### src/rtl/pad_ctrl_regs.sv
// Per-pad control/status register bank for the bidir pad ring: valid/ready config bus,
// software/peripheral output mux, two-flop input synchroniser and sticky edge flags.
module pad_ctrl_regs #(
  parameter int unsigned NUM_BIDIR_PADS = 40,
  parameter int unsigned ADDR_W         = 6,
  parameter bit          RST_IE         = 1'b1
) (
  input  logic                      clk,
  input  logic                      rst_n,
  input  logic                      cfg_valid,
  output logic                      cfg_ready,
  input  logic                      cfg_we,
  input  logic [ADDR_W-1:0]         cfg_addr,
  input  logic [10:0]               cfg_wdata,
  output logic                      rsp_valid,
  input  logic                      rsp_ready,
  output logic [10:0]               rsp_rdata,
  output logic                      rsp_err,
  input  logic [NUM_BIDIR_PADS-1:0] func_out,
  input  logic [NUM_BIDIR_PADS-1:0] func_oe,
  output logic [NUM_BIDIR_PADS-1:0] func_in,
  input  logic [NUM_BIDIR_PADS-1:0] bidir_in,
  output logic [NUM_BIDIR_PADS-1:0] bidir_out,
  output logic [NUM_BIDIR_PADS-1:0] bidir_oe,
  output logic [NUM_BIDIR_PADS-1:0] bidir_cs,
  output logic [NUM_BIDIR_PADS-1:0] bidir_sl,
  output logic [NUM_BIDIR_PADS-1:0] bidir_ie,
  output logic [NUM_BIDIR_PADS-1:0] bidir_pu,
  output logic [NUM_BIDIR_PADS-1:0] bidir_pd
);
  localparam int unsigned N = NUM_BIDIR_PADS;

  logic [N-1:0] oe_q, oe_d, cs_q, cs_d, sl_q, sl_d, ie_q, ie_d;
  logic [N-1:0] pu_q, pu_d, pd_q, pd_d, out_q, out_d, fsel_q, fsel_d;
  logic [N-1:0] sync1_q, sync1_d, sync2_q, sync2_d, prev_q, prev_d;
  logic [N-1:0] rise_q, rise_d, fall_q, fall_d;
  logic         rsp_valid_q, rsp_valid_d, rsp_err_q, rsp_err_d;
  logic [10:0]  rsp_rdata_q, rsp_rdata_d;

  logic [N-1:0] sel, wr_hit;
  logic         addr_ok, accept;
  logic [10:0]  rd_word;
  logic         unused_wdata8;

  // Bit 8 (IN) is read-only; writes to it are ignored.
  assign unused_wdata8 = cfg_wdata[8];

  // Address decode; out-of-range addresses leave sel empty and addr_ok low.
  always_comb begin
    sel     = '0;
    addr_ok = 1'b0;
    rd_word = '0;
    for (int unsigned i = 0; i < N; i++) begin
      if (cfg_addr == ADDR_W'(i)) begin
        sel[i]  = 1'b1;
        addr_ok = 1'b1;
        rd_word = {fall_q[i], rise_q[i], sync2_q[i], fsel_q[i], out_q[i], pd_q[i], pu_q[i],
                   ie_q[i], sl_q[i], cs_q[i], oe_q[i]};
      end
    end
  end

  assign accept = cfg_valid & ~rsp_valid_q;
  assign wr_hit = sel & {N{accept & cfg_we}};

  always_comb begin
    oe_d   = oe_q;
    cs_d   = cs_q;
    sl_d   = sl_q;
    ie_d   = ie_q;
    pu_d   = pu_q;
    pd_d   = pd_q;
    out_d  = out_q;
    fsel_d = fsel_q;
    for (int unsigned i = 0; i < N; i++) begin
      if (wr_hit[i]) begin
        oe_d[i]   = cfg_wdata[0];
        cs_d[i]   = cfg_wdata[1];
        sl_d[i]   = cfg_wdata[2];
        ie_d[i]   = cfg_wdata[3];
        pu_d[i]   = cfg_wdata[4];
        pd_d[i]   = cfg_wdata[5];
        out_d[i]  = cfg_wdata[6];
        fsel_d[i] = cfg_wdata[7];
      end
    end

    sync1_d = bidir_in & ie_q;
    sync2_d = sync1_q;
    prev_d  = sync2_q;
    // New edges are OR-ed in after the clear so a coincident event keeps the flag set.
    rise_d  = (rise_q & ~(wr_hit & {N{cfg_wdata[9]}}))  | (sync2_q & ~prev_q);
    fall_d  = (fall_q & ~(wr_hit & {N{cfg_wdata[10]}})) | (~sync2_q & prev_q);

    rsp_valid_d = rsp_valid_q;
    rsp_err_d   = rsp_err_q;
    rsp_rdata_d = rsp_rdata_q;
    if (accept) begin
      rsp_valid_d = 1'b1;
      rsp_err_d   = ~addr_ok;
      rsp_rdata_d = (cfg_we || !addr_ok) ? 11'd0 : rd_word;
    end else if (rsp_valid_q && rsp_ready) begin
      rsp_valid_d = 1'b0;
    end
  end

  always_ff @(posedge clk) begin
    if (!rst_n) begin
      oe_q        <= '0;
      cs_q        <= '0;
      sl_q        <= '0;
      ie_q        <= {N{RST_IE}};
      pu_q        <= '0;
      pd_q        <= '0;
      out_q       <= '0;
      fsel_q      <= '0;
      sync1_q     <= '0;
      sync2_q     <= '0;
      prev_q      <= '0;
      rise_q      <= '0;
      fall_q      <= '0;
      rsp_valid_q <= 1'b0;
      rsp_err_q   <= 1'b0;
      rsp_rdata_q <= '0;
    end else begin
      oe_q        <= oe_d;
      cs_q        <= cs_d;
      sl_q        <= sl_d;
      ie_q        <= ie_d;
      pu_q        <= pu_d;
      pd_q        <= pd_d;
      out_q       <= out_d;
      fsel_q      <= fsel_d;
      sync1_q     <= sync1_d;
      sync2_q     <= sync2_d;
      prev_q      <= prev_d;
      rise_q      <= rise_d;
      fall_q      <= fall_d;
      rsp_valid_q <= rsp_valid_d;
      rsp_err_q   <= rsp_err_d;
      rsp_rdata_q <= rsp_rdata_d;
    end
  end

  assign cfg_ready = ~rsp_valid_q;
  assign rsp_valid = rsp_valid_q;
  assign rsp_err   = rsp_err_q;
  assign rsp_rdata = rsp_rdata_q;

  assign bidir_out = (fsel_q & func_out) | (~fsel_q & out_q);
  assign bidir_oe  = (fsel_q & func_oe)  | (~fsel_q & oe_q);
  assign bidir_cs  = cs_q;
  assign bidir_sl  = sl_q;
  assign bidir_ie  = ie_q;
  assign bidir_pu  = pu_q;
  // Pull-up wins when both pulls are requested.
  assign bidir_pd  = pd_q & ~pu_q;
  assign func_in   = sync2_q;

endmodule

### config.mk
export PLATFORM = sky130hd
export DESIGN_NAME = pad_ctrl_regs
export DESIGN_NICKNAME = d
export VERILOG_FILES = /design/src/rtl/pad_ctrl_regs.sv
export SDC_FILE = /design/constraint.sdc
export NUM_CORES = 1
export LEC_CHECK = 0
export BUFFER_PORTS_ARGS = -buffer_cell sky130_fd_sc_hd__buf_2
export CAP_MARGIN = 5
export CORE_ASPECT_RATIO = 1.2
export CORE_MARGIN = 2
export CORE_UTILIZATION = 56
export CTS_CLUSTER_SIZE = 16
export DETAILED_ROUTE_END_ITERATION = 12
export PLACE_DENSITY = 0.81
export SYNTH_ARGS = -nofsm -noshare
export SYNTH_HDL_FRONTEND = slang
export SYNTH_SLANG_ARGS = --single-unit
### constraint.sdc
create_clock -name clk -period 2.5 [get_ports clk]
set_input_delay 0.125 -clock clk [delete_from_list [all_inputs] [get_ports clk]]
set_output_delay 0.125 -clock clk [all_outputs]
set_load 0.01 [all_outputs]
# --- After elaboration in Yosys (flattened, before gate mapping) ---
# Index checks and enable logic that the tools add are counted.
op_classes:
  muxes: 122
  bitwise_logic: 27
  n_eq_ne: 39
  n_reduce_logical: 5
ops:
  columns: ["cell", "count"]
  rows:
  - ["bitwise AND 40 bit", 13]
  - ["2-to-1 mux 11 bit", 41]
  - ["NOT 40 bit", 6]
  - ["OR 40 bit", 4]
  - ["equality test 6 x 5 -> 1 bit, second input constant", 16]
  - ["2-to-1 mux 1 bit", 81]
  - ["equality test 6 x 4 -> 1 bit, second input constant", 8]
  - ["equality test 6 bit, second input constant", 8]
  - ["equality test 6 x 3 -> 1 bit, second input constant", 4]
  - ["equality test 6 x 2 -> 1 bit, second input constant", 2]
  - ["equality test 6 x 1 -> 1 bit, second input constant", 1]
  - ["zero test 6 bit", 1]
  - ["bitwise AND 1 bit", 2]
  - ["NOT 1 bit", 2]
  - ["nonzero test 2 bit", 1]
  - ["logical AND 1 bit", 1]
  - ["zero test 1 bit", 1]
  - ["logical OR 1 bit", 1]
word_totals:
  in_bits: 142
  register_bits: 533
  output_inout_bits: 334
  wordCells: 521

# --- Logic depth before layout (Yosys ltp) ---
# Gate-level depths: netlist (run 1).
depth:
  ltp_word: 44
  mapped_depth: 11
  mapped_depth_nobuf: 7

# --- Worst setup path before layout (run 1) ---
# Ideal clock, no wire load.
synth_timing:
  path_kind: "register to register"
  startpoint: "reg out_q[3]"
  endpoint: "reg rsp_rdata_q[6], in the netlist rsp_rdata[6]"
  period_less_slack_ps: 1909
  path_stages_with_launch: 8
  setup_slack_ps: 591
  path_buffers: 0
  setup_ps: 119
  required_time_ps: 2381
  t_arrival_ps: 1790
  path_cell_list: "dfxtp_1 > mux4_2 > nand2_1 > o31ai_1 > a221o_1 > a2111oi_2 > nor4_1 > o221a_1"
synth_between:
  elab_chain_cells: 38
synth_rtl:
  columns: ["item", "line", "text"]
  rows:
  - ["from (decl)", "34", "logic [N-1:0] pu_q, pu_d, pd_q, pd_d, out_q, out_d, fsel_q, fsel_d;"]
  - ["from (signal assigned)", "132", "out_q <= out_d;"]
  - ["2-to-1 mux 11 bit (37 in series)", "54", "if (cfg_addr == ADDR_W'(i)) begin"]
  - ["2-to-1 mux 11 bit", "101", "rsp_rdata_d = (cfg_we || !addr_ok) ? 11'd0 : rd_word;"]
  - ["to (signal assigned)", "141", "rsp_rdata_q <= rsp_rdata_d;"]
  - ["to (decl)", "38", "logic [10:0] rsp_rdata_q, rsp_rdata_d;"]
# Every way passes these cells.
# A chain may end at the register's enable or synchronous reset.

# --- Worst setup path in the final report (run 1) ---
layout_timing:
  startpoint: "reg out_q[2]"
  endpoint: "reg rsp_rdata_q[6], in the netlist rsp_rdata[6]"
layout_between:
  elab_chain_cells: 39
layout_rtl:
  columns: ["item", "line"]
  rows:
  - ["2-to-1 mux 11 bit (38 in series)", "54"]
  - ["2-to-1 mux 11 bit", "101"]
# Every way passes these cells.

==> impl_results.md, run 1 <==
* LEAKAGE at 12.7 nW
* Maximum clock frequency at 0.411 GHz
* Slew Viols, Final at 0
* Most frequent cells in the layout: nand2_1, dfxtp_1, buf_2
* Final setup margin at 0.0676 ns
* Number of remaining DRC errors at 0
* Final Hold Viols at 0
* 1st-iter DRT viols at 3176
* Req. time, crit path at 3.00 ns
* CP endpoint kind: register
* CP Data Arrival Time at 2.94 ns
* Reg2reg start: out_q[2]
* Startpoint Class: register
* CP max stage cell: mux4_2
* Hpwl dp at 74500 microns
* Setup slack at placement at -0.0253 ns
* Flop-to-flop setup slack at 0.07 ns
* Worst path bufs/invs at 2
* Seq cells post-synth at 533
* Post-CTS Resized at 0
* Clk_lat worst skew at 0.61 ns
* YS warnings at 0
* Share of cells above drive strength 1 at 0.247
* Placer Congestion at 1.03
* Clk buf depth at 3
* Worst-case vdd ir drop at 0.000527 V
* Largest net degree at the start of global routing at 167
* Final wirelength at 106000 microns
* Top Family by Delay on Critical Path: compound AO/OA/AOI/OAI gates
* TNS Setup at 0 ns
* Share of the yosys chip area belonging to registers at 0.436
* Total global-route track usage at 0.451
* Die Height at 233 microns
* Gr ovfl total at 0
* Max Cap Viol at 0
* Core box area at 0.0430 sq mm
* Commonest non-fill, non-tap cell in the layout: nand2_1
* Min-delay src: cfg_wdata[5]
* Ys async rst share at 0
* Number of global-route vias before repair at 25700
* CTS Sinks at 533
* Worst Hold Depth at 4
* Register-to-Register Path Depth at 9
* Slew Limit Headroom at 0.315
* Worst-path cell chain: mux4_2, nand2_1, o31ai_1, buf_4, a221o_1, a2111oi_2, nor4_1, buf_4, o221a_1
* Syn nets at 3221
* Worst-path clk slew at 0.07 ns
* Final Cycle Share at 0.973
* Clock tree from TritonCTS: done
* Prevailing post-synth register cell: dfxtp_1
* Die Wd at 195 microns
* H-tree depth at 2
* PortBufs at 474
* CP max stage delay at 0.52 ns
* CTS Root Cell: clkbuf_16
* First drt pass iteration count at 6
* Via density per instance at 6.36
* Final ANT Viol Nets at 0
* Post-Syn Area at 0.0245 sq mm
* Vias at 26700
* Cts bufs inserted at 51
* Fillers at 3399
* Worst slew pin tran at 1.03 ns
* Initial antenna violation count at 3
* Setup violators final at 0
* Hold WC Path Type: input pin to register
* Minimum clock period at 2.43 ns
* DR WL/cell at 25.3 microns
* Nets at 3754
* EDFF count, synth at 0
* Post-CTS Setup Repair Bufs at 0
* Crit-path most repeated cell: buf_4
* Power per cell area at 621 mW/mm^2
* I/O pins at 476
* Status: finished clean
* RSZ-0062 raised after global routing: false
* Worst-path fanout max at 3
* Row count at 83
* Die footprint at 0.0454 sq mm
* First-pass GRT wire length at 157000 microns
* Crit Path Class: register to register
* Netlist cell types at 83
* Starting Density at 0.569
* Avg Cell Area, Syn at 7.95 sq um
* Cells after Synth at 3079
* Worst Hold End: pd_q[17]
* Clock skew at 0.0186 ns
* Area delta synth->final at 24.1%
* Reg2reg end: rsp_rdata[6]
[worst min-delay path, stage by stage]
cell     delay, ns
buf_2         0.11
buf_12        0.20
nand2_1       0.09
a21oi_1       0.05
[logic make-up after synthesis]
group           count (synthesis)  share of synthesized area
compound gates                732                      0.174
flops                         533                      0.436
simple gates                 1437                      0.267
buf+inv                       213                     0.0418
mux                           164                     0.0814
[per-stage QoR]
step	total power, mW	hold WS (ns)	instances	util	cell area (sq um)
after floorplan	9.75	0.278	3079	-	24500
final	18.8	0.0282	4206	0.706	30400
after detailed placement	10.4	0.358	4067	0.654	28100
after global routing	19.2	0.0262	4203	0.706	30400
after CTS	18.7	0.00978	4203	0.706	30400
after global placement	10.4	0.356	4067	0.654	28100
[per-layer routing]
metal  share of wire  vias up  global-route usage  routed length, microns
li1                -    11600                   -                       -
met1            0.36    12500               0.559                   38500
met2            0.45     2104               0.726                   48200
met3            0.12      497              0.0926                   12400
met4           0.067        0               0.272                    7070
met5               0        -                   0                       0
[cell usage after synthesis (10+ instances only)]
master    count  area share
o211ai_1     10      0.0031
clkbuf_1    107       0.016
a211oi_1     12      0.0037
nor2_2       21      0.0054
a22oi_1      13      0.0040
o22ai_1      27      0.0069
nor2_1      166       0.025
buf_4        10      0.0031
a31oi_1      11      0.0028
a21oi_1     444       0.091
nand2_1     859        0.13
and2_1       82       0.021
buf_1        16      0.0025
mux2i_1      37       0.015
nor2b_1     126       0.032
mux4_2       17       0.016
o221ai_1     21      0.0075
dfxtp_1     533        0.44
buf_6        15      0.0069
nand3_1      62       0.013
nor3_1       18      0.0037
and3_1       48       0.012
o21ai_0      98       0.020
mux2_2      110       0.051
buf_2        59       0.012
[state kept, by name, indices dropped and copies added (netlist names)]
signal     cells
bidir_cs      40
bidir_sl      40
rsp_rdata     11
bidir_pu      40
out_q         40
bidir_ie      40
rise_q        40
pd_q          40
oe_q          40
func_in       40
prev_q        40
fall_q        40
sync1_q       40
rsp_valid      1
rsp_err        1
fsel_q        40
[report_power, final]
group          leakage (nW)  internal (mW)  total, mW  switching (mW)
registers              4.32           8.64       8.78           0.135
clock network         0.890           4.98       8.46            3.48
logic                  7.47          0.579       1.61            1.03
[worst max path at each step]
stage	slack [ns]	cells past startpoint	end	start
finish	0.07	9	rsp_rdata[6]	out_q[2]
CTS	0.09	9	rsp_rdata[6]	out_q[2]
global route	0.005	9	rsp_rdata[6]	out_q[2]
detailed placement	-0.03	9	rsp_rdata[1]	cfg_addr[3]
global placement	-0.02	9	rsp_rdata[1]	cfg_addr[3]
floorplan	0.59	7	rsp_rdata[6]	out_q[3]
[final cells by class]
type,count,area [sq um],share of cell area
Clock inverter,22,334,0.0110
Sequential cell,533,10700,0.351
Antenna cell,3,7.51,0.000247
Clock buffer,70,1480,0.0487
Tap cell,552,691,0.0227
Timing Repair Buffer,687,4370,0.144
Inverter,6,30.0,0.000989
Multi-Input combinational cell,2333,12800,0.421
[repair_timing]
item | CTS | global route
hold endpoints to repair | 87 | 0
hold buffers | 44 | 0
setup endpoints to repair | 0 | 0
Power figures use the tool's default switching activity.
==> run 2: changes to the inputs <==
--- a/config.mk
+++ b/config.mk
@@ -7,12 +7,12 @@
 export LEC_CHECK = 0
 export BUFFER_PORTS_ARGS = -buffer_cell sky130_fd_sc_hd__buf_2
 export CAP_MARGIN = 5
-export CORE_ASPECT_RATIO = 1.2
 export CORE_MARGIN = 2
 export CORE_UTILIZATION = 56
 export CTS_CLUSTER_SIZE = 16
 export DETAILED_ROUTE_END_ITERATION = 12
 export PLACE_DENSITY = 0.81
+export SKIP_LAST_GASP = 1
 export SYNTH_ARGS = -nofsm -noshare
 export SYNTH_HDL_FRONTEND = slang
 export SYNTH_SLANG_ARGS = --single-unit
==> impl_results.md, run 2 (synthesized netlist as in run 1, its figures left out) <==
* DR WL/cell at 25.9 microns
* Hold WC Path Type: input pin to register
* Worst slew pin tran at 1.16 ns
* TNS Setup at 0 ns
* Area delta synth->final at 25.0%
* Die footprint at 0.0454 sq mm
* Setup violators final at 0
* Layer with the highest usage: met2
* CP Data Arrival Time at 2.94 ns
* Hpwl dp at 76100 microns
* Grt met2 use at 0.742
* Clk buf depth at 3
* Crit Path Class: register to register
* Req. time, crit path at 2.98 ns
* Post-CTS Resized at 0
* Row count at 76
* Worst-path clk slew at 0.07 ns
* Met3 GRT Util at 0.105
* Via density per instance at 6.46
* Status: finished clean
* Core box area at 0.0431 sq mm
* Worst-case vdd ir drop at 0.000734 V
* 1st-iter DRT viols at 4242
* Clock skew at 0.0181 ns
* Final wirelength at 110000 microns
* Max Cap Viol at 0
* First drt pass iteration count at 9
* Met1 Use GR at 0.597
* CTS Root Cell: clkbuf_16
* Power per cell area at 624 mW/mm^2
* Clk_lat worst skew at 0.61 ns
* I/O pins at 476
* Vias at 27500
* Final Cycle Share at 0.984
* Design Power at 19.1 mW
* Slew Viols, Final at 0
* Commonest non-fill, non-tap cell in the layout: nand2_1
* Starting Density at 0.568
* Number of global-route vias before repair at 26000
* Largest net degree at the start of global routing at 218
* CP endpoint kind: register
* Share of cells above drive strength 1 at 0.252
* Worst-path fanout max at 2
* Maximum clock frequency at 0.407 GHz
* Total global-route track usage at 0.470
* Die Wd at 213 microns
* Minimum clock period at 2.46 ns
* Nets at 3772
* Initial antenna violation count at 5
* PortBufs at 474
* Gr ovfl total at 0
* Cts bufs inserted at 52
* Clock tree from TritonCTS: done
* Final Hold Viols at 0
* CTS Sinks at 533
* Die Height at 213 microns
* H-tree depth at 2
* First-pass GRT wire length at 161000 microns
* Placer Congestion at 1.04
* LEAKAGE at 12.8 nW
* Final ANT Viol Nets at 0
* Startpoint Class: register
* Fillers at 3199
* Slew Limit Headroom at 0.225
* Most frequent cells in the layout: nand2_1, dfxtp_1, buf_2
* Number of remaining DRC errors at 0
* RSZ-0062 raised after global routing: false
## run 2: per-stage QoR
step / utilization / instance area, sq um / worst slack (ns) / instances / hold slack [ns]
6_report: 0.710 / 30600 / 0.0407 / 4262 / 0.0349
5_1_grt: 0.710 / 30600 / 0.00107 / 4259 / 0.0260
4_1_cts: 0.710 / 30600 / 0.170 / 4259 / 0.00960
3_5_place_dp: 0.657 / 28300 / -0.180 / 4119 / 0.359
3_3_place_gp: 0.657 / 28300 / -0.0508 / 4119 / 0.355
2_1_floorplan: - / 24500 / 0.591 / 3079 / 0.278
## run 2: what timing repair did
item / in CTS / in global routing
endpoints found under the setup margin: 0 / 0
buffers inserted: 0 / 0
endpoints found under the hold margin: 56 / 0
hold buffers: 42 / 0
## run 2: path summary, 6_finish.rpt
kind,cells after the start,end,slack [ns],startpoint
setup / recovery,6,rsp_rdata[9],0.04,rise_q[6]
hold reg to reg,1,func_in[14],0.43,sync1_q[14]
hold / removal,4,fsel_q[10],0.03,cfg_wdata[7]
setup reg to reg,6,rsp_rdata[9],0.04,rise_q[6]
## run 2: metal layers
layer  wire length, microns  share of wire
met1                  40000           0.36
met2                  49100           0.44
met3                  14500           0.13
met4                   6760          0.061
met5                     30        0.00027
## run 2: area by class of cell
type / count / area (sq um) / area share
Antenna cell: 3 / 7.51 / 0.000245
Clock buffer: 69 / 1460 / 0.0476
Clock inverter: 29 / 402 / 0.0131
Inverter: 6 / 30.0 / 0.000982
Multi-Input combinational cell: 2333 / 12800 / 0.418
Sequential cell: 533 / 10700 / 0.349
Tap cell: 585 / 732 / 0.0239
Timing Repair Buffer: 704 / 4510 / 0.147
## run 2: power breakdown
| part | switching, mW | internal (mW) | leakage [nW] |
|---|---|---|---|
| sequential | 0.135 | 8.64 | 4.32 |
| combinational | 1.06 | 0.591 | 7.56 |
| clock | 3.61 | 5.06 | 0.921 |
| total | 4.80 | 14.3 | 12.8 |
## run 2: critical path, cell delays in order, from the launching register on
cell and delay [ns]:
dfxtp_1 0.33, mux4_2 0.49, a22oi_1 0.27, a21oi_1 0.18, o21ai_0 0.53, a41o_1 0.39, a41oi_1 0.13
